### config.mk
export PLATFORM = sky130hd
export DESIGN_NAME = dot_product_engine
export DESIGN_NICKNAME = d
export VERILOG_FILES = /design/src/rtl/dot_product_engine.sv
export SDC_FILE = /design/constraint.sdc
export NUM_CORES = 1
export LEC_CHECK = 0
export CORE_UTILIZATION = 40
export CTS_CLUSTER_DIAMETER = 200
export DETAILED_ROUTE_END_ITERATION = 8
export RECOVER_POWER = 25
export SLEW_MARGIN = 10
export SYNTH_ARGS = -nofsm -noshare
export SYNTH_HDL_FRONTEND = slang
export SYNTH_SLANG_ARGS = --single-unit
### constraint.sdc
create_clock -name clk -period 5.8 [get_ports clk]
set_input_delay 1.16 -clock clk [delete_from_list [all_inputs] [get_ports clk]]
set_output_delay 1.16 -clock clk [all_outputs]
set_load 0.02 [all_outputs]
### src/rtl/dot_product_engine.sv
// dot_product_engine: byte-loaded dot product with 2-stage pipeline, wide accumulator and chunked streaming output
module dot_product_engine #(
  parameter int DW       = 8,
  parameter int LANES    = 4,
  parameter int ACC_BITS = 4,
  parameter int OUT_W    = 8
) (
  input  logic             clk,
  input  logic             rst,
  input  logic [DW-1:0]    in_data,
  input  logic             in_valid,
  input  logic             in_sel,
  output logic             in_ready,
  input  logic             start,
  input  logic             signed_mode,
  input  logic             acc_mode,
  input  logic             clear_acc,
  output logic             busy,
  output logic [OUT_W-1:0] out_data,
  output logic             out_valid,
  input  logic             out_ready,
  output logic             out_last,
  output logic             done
);
  localparam int PW  = 2*DW + $clog2(LANES);
  localparam int AW  = PW + ACC_BITS;
  localparam int NCH = (AW + OUT_W - 1) / OUT_W;
  localparam int XW  = NCH * OUT_W;
  localparam int IW  = NCH > 1 ? $clog2(NCH) : 1;
  typedef enum logic [1:0] {IDLE, MUL, SUM, OUT} state_e;
  state_e          state_q, state_d;
  logic [DW-1:0]   data_q [LANES];
  logic [DW-1:0]   wt_q   [LANES];
  logic [PW-1:0]   prod_q [LANES];
  logic [PW-1:0]   prod_d [LANES];
  logic [AW-1:0]   acc_q, acc_d, sum;
  logic [IW-1:0]   idx_q, idx_d;
  logic            sgn_q, accm_q, done_q;
  logic [XW-1:0]   acc_x;
  logic            load, hs;
  assign in_ready  = (state_q == IDLE) & ~start & ~rst;
  assign load      = in_valid & in_ready;
  assign busy      = state_q != IDLE;
  assign out_valid = state_q == OUT;
  assign out_last  = out_valid & (idx_q == IW'(NCH-1));
  assign hs        = out_valid & out_ready;
  assign acc_x     = sgn_q ? XW'($signed(acc_q)) : XW'(acc_q);
  assign out_data  = out_valid ? acc_x[idx_q*OUT_W +: OUT_W] : '0;
  assign done      = done_q;
  for (genvar i = 0; i < LANES; i++) begin : g_lane
    logic signed [2*DW-1:0] ps;
    logic        [2*DW-1:0] pu;
    assign ps        = $signed(data_q[i]) * $signed(wt_q[i]);
    assign pu        = data_q[i] * wt_q[i];
    assign prod_d[i] = sgn_q ? PW'(ps) : PW'(pu);
  end
  always_comb begin
    sum = '0;
    for (int i = 0; i < LANES; i++)
      sum = sum + (sgn_q ? AW'($signed(prod_q[i])) : AW'(prod_q[i]));
  end
  always_comb begin
    state_d = state_q;
    acc_d   = acc_q;
    idx_d   = idx_q;
    case (state_q)
      IDLE: begin
        state_d = start ? MUL : IDLE;
        acc_d   = (clear_acc & ~start) ? '0 : acc_q;
      end
      MUL: state_d = SUM;
      SUM: begin
        state_d = OUT;
        acc_d   = accm_q ? acc_q + sum : sum;
      end
      default: begin
        state_d = (hs & out_last) ? IDLE : OUT;
        idx_d   = hs ? (out_last ? '0 : idx_q + 1'b1) : idx_q;
      end
    endcase
  end
  always_ff @(posedge clk) begin
    if (rst) begin
      state_q <= IDLE;
      acc_q   <= '0;
      idx_q   <= '0;
      sgn_q   <= 1'b0;
      accm_q  <= 1'b0;
      done_q  <= 1'b0;
      for (int i = 0; i < LANES; i++) begin
        data_q[i] <= '0;
        wt_q[i]   <= '0;
        prod_q[i] <= '0;
      end
    end else begin
      state_q <= state_d;
      acc_q   <= acc_d;
      idx_q   <= idx_d;
      done_q  <= hs & out_last;
      if (state_q == IDLE && start) begin
        sgn_q  <= signed_mode;
        accm_q <= acc_mode;
      end
      if (state_q == MUL)
        for (int i = 0; i < LANES; i++) prod_q[i] <= prod_d[i];
      // newest element enters lane 0, oldest falls off the top
      if (load && !in_sel) begin
        for (int i = LANES-1; i > 0; i--) data_q[i] <= data_q[i-1];
        data_q[0] <= in_data;
      end
      if (load && in_sel) begin
        for (int i = LANES-1; i > 0; i--) wt_q[i] <= wt_q[i-1];
        wt_q[0] <= in_data;
      end
    end
  end
endmodule
==> qor.yml <==
path_max_fanout: 6
antenna_left: 0
synth_area_leaders: "fa_1 30%, edfxtp_1 16%, ha_1 14%"
dpl_worst_slack_ps: 235
path_class: "reg -> reg"
fin_tns_setup_ps: 0
cts_sinks: 161
ys_warn_count: 0
critical_path.cell_chain: "inv_1, fa_1, fa_1, inv_1, ha_1, fa_1, a211oi_2, o21ai_0, a31oi_1, o21bai_1, a21oi_1, xnor2_1, ha_2, a21o_1, a21oi_1, o21ai_0, a221o_2, a221o_2, a21oi_1, and3b_1, a21oi_1"
outcome: "finished with violations"
dieArea_um2: 64300
synth_ff_type: "edfxtp_1"
finalCritPeriodShare: 0.945
drive_above_1_share: 0.0306
cts_buffers: 17
crit_start: "prod_q[0][1]$_SDFFCE_PN0P_"
slowest_delay_ps: 510
antenna_found_initial: 3
drv_slew: 66
grt_pass1_wl_mm: 101
postSynth.asyncResetShare: 0
netlist_instances: 2666
die_h_um: 254
clk_pin_slew_ps: 80
first_pass_iters: 6
critPathSlowestCell: "fa_1"
die_w_um: 254
drt_iter0_drc: 863
setup_violations: 0
cp.depth: 21
vias: 17600
synth_seq_area_share: 0.180
syn2layout_area_growth_pct: 7.16
rows: 91
yosysTopAreaCellShare: 0.300
crit_path_start_kind: "register"
violations: "max-capacitance violations, max-slew violations"
clock_latency_ps: 490
fin_skew_ps: 17.2
gp_congestion: 0.895
layout_setup_ws_ps: 322
synth_top_area_cell: "fa_1"
cpMostUsedCell: "a21oi_1"
rsz0062_at_grt: "false"
r2r_start: "prod_q[0][1]$_SDFFCE_PN0P_"
start_util: 0.407
synth_edf_count: 132
core-area_um2: 62200
min_period_ps: 5480
synth-seq-cells: 161
power.leakage_uw: 0.0134
crit_buf_inv: 2
vdd_drop_max_v: 0.000277
grt_max_degree: 72
ys_types: 67
reg2regPathDepth: 21
slew_headroom: -0.406
viasPerCell: 5.00
routedWlPerCell_um: 17.1
syn_area_um2: 25300
synth.avg_cell_area_um2: 9.49
port_buffers: 29
final_nets: 3344
crit_family: "compound AO/OA/AOI/OAI gates"
synth_nets: 3341
n_antenna_cell: 0
drv_cap: 2
ioPinCount: 30
hold_violations: 0
ctsHtreeMaxLevel: 4
reg2reg_to: "acc_q[20]$_SDFFE_PP0P_"
rrSetupSlack_ps: 320
worstPathArrival_ps: 5900
wl_mm: 60.0
hold_class: "reg -> reg"
grt_pass1_vias: 19100
drc: 0
power.density_nw_per_um2: 321
overflow: 0
cts_tree: "done"
required_ps: 6220
post_cts_buffers: 0
hold_slack_ps: 490
cts_max_path_buffers: 2
holdPathStages: 2
fmax_mhz: 183
grt.total_usage: 0.202
fillers: 6008
worst_slew_pin_slew_ps: 2110
crit_path_end_kind: "register"
cts_root_buffer: "clkbuf_16"
crit_path_end: "acc_q[20]$_SDFFE_PP0P_"
dp_hpwl_mm: 49.6
[metrics by stage]
step / std cells / power, µW / cell area [µm²] / utilization
2_1_floorplan: 2666 / 6160 / 25300 / -
3_3_place_gp: 3487 / 7430 / 26600 / 0.427
3_5_place_dp: 3487 / 7540 / 26600 / 0.427
4_1_cts: 3519 / 8720 / 27100 / 0.436
5_1_grt: 3519 / 9580 / 27100 / 0.436
6_report: 3519 / 8690 / 27100 / 0.436
[what timing repair did]
| action | 4_1_cts | 5_1_grt |
|---|---|---|
| gates resized for setup | 0 | 4 |
| endpoints found under the setup margin | 0 | 3 |
| hold buffers | 0 | 0 |
[registers in the layout, indices dropped and copies added (netlist names)]
name,flops
prod_q,68
done,1
accm_q,1
state_q,2
idx_q,2
sgn_q,1
acc_q,22
wt_q,32
data_q,32
[layout make-up]
class	instances	area, µm²	share of cell area
Tap cell	837	1050	0.0386
Timing Repair Buffer	52	457	0.0168
Inverter	600	2250	0.0830
Clock buffer	17	425	0.0157
Sequential cell	161	4550	0.168
Multi-Input combinational cell	1837	18300	0.673
Clock inverter	15	149	0.00549
[how the worst min path moves through the flow]
| stage | start | to | slack [ps] |
|---|---|---|---|
| after detailed placement | acc_q[10]$_SDFFE_PP0P_ | acc_q[10]$_SDFFE_PP0P_ | 480 |
| final | acc_q[10]$_SDFFE_PP0P_ | acc_q[10]$_SDFFE_PP0P_ | 490 |
| after global placement | acc_q[10]$_SDFFE_PP0P_ | acc_q[10]$_SDFFE_PP0P_ | 480 |
| after floorplan | acc_q[15]$_SDFFE_PP0P_ | acc_q[15]$_SDFFE_PP0P_ | 450 |
| after global routing | acc_q[10]$_SDFFE_PP0P_ | acc_q[10]$_SDFFE_PP0P_ | 510 |
| after CTS | acc_q[10]$_SDFFE_PP0P_ | acc_q[10]$_SDFFE_PP0P_ | 490 |
[worst register-to-register path: stages (launching register included)]
cell	delay, ps
edfxtp_1	380
inv_1	90
fa_1	440
fa_1	510
inv_1	50
ha_1	220
fa_1	500
a211oi_2	290
o21ai_0	170
a31oi_1	260
o21bai_1	90
a21oi_1	180
xnor2_1	160
ha_2	350
a21o_1	190
a21oi_1	180
o21ai_0	140
a221o_2	440
a221o_2	360
a21oi_1	140
and3b_1	180
a21oi_1	110
[power breakdown]
part | internal [µW] | leakage [µW] | total [µW] | switching (µW)
Combinational | 2480 | 0.0115 | 5970 | 3490
Clock | 568 | 0.000281 | 1130 | 561
Sequential | 1440 | 0.00162 | 1590 | 148
Total | 4490 | 0.0134 | 8690 | 4200
[cell usage in the layout (no fill, tap or decap), types with 7 or more instances in the layout]
cell type        count
and2_0              35
a22oi_1              7
nand3_1             17
a21oi_1            118
o21ai_0             59
ha_1               278
o21bai_1            12
o211a_1              7
dfxtp_1             28
nor2b_1             14
xor2_1              39
edfxtp_1           132
inv_1              599
a31oi_1             16
nor3_1              30
clkbuf_16           17
fa_1               379
mux2_2              10
and3_1              13
nor2_1             132
nand2_1            167
nand2b_1            40
mux2i_1             31
xnor2_1             97
and2_1             197
clkdlybuf4s50_1     27
a21o_1              46
buf_4               17
or3_1                9
o21a_1               7
[logic make-up after synthesis]
logic type      count (synthesis)  synth area share
fa+ha+maj                     658             0.438
simple gates                  673             0.135
xor+xnor                      136            0.0471
buf+inv                       668             0.100
flops                         161             0.180
compound gates                329            0.0836
mux                            41            0.0167
[layer usage]
layer | track usage | routed length, µm | up-vias | part of all wire
li1 | - | - | 8398 | -
met1 | 0.258 | 26300 | 8789 | 0.44
met2 | 0.348 | 29600 | 310 | 0.49
met3 | 0.0265 | 2300 | 86 | 0.038
met4 | 0.0698 | 1830 | 2 | 0.030
met5 | 0 | 18 | - | 0.00030
[Yosys cell counts (12+ instances only)]
cell type,count
inv_1,599
fa_1,379
ha_1,279
and2_1,232
nand2_1,167
edfxtp_1,132
nor2_1,132
a21oi_1,118
xnor2_1,97
o21ai_0,60
clkbuf_1,59
a21o_1,46
nand2b_1,41
xor2_1,39
mux2i_1,31
nor3_1,30
dfxtp_1,29
nand3_1,17
a31oi_1,16
nor2b_1,14
and3_1,13
o21bai_1,12
Power figures use the tool's default switching activity.
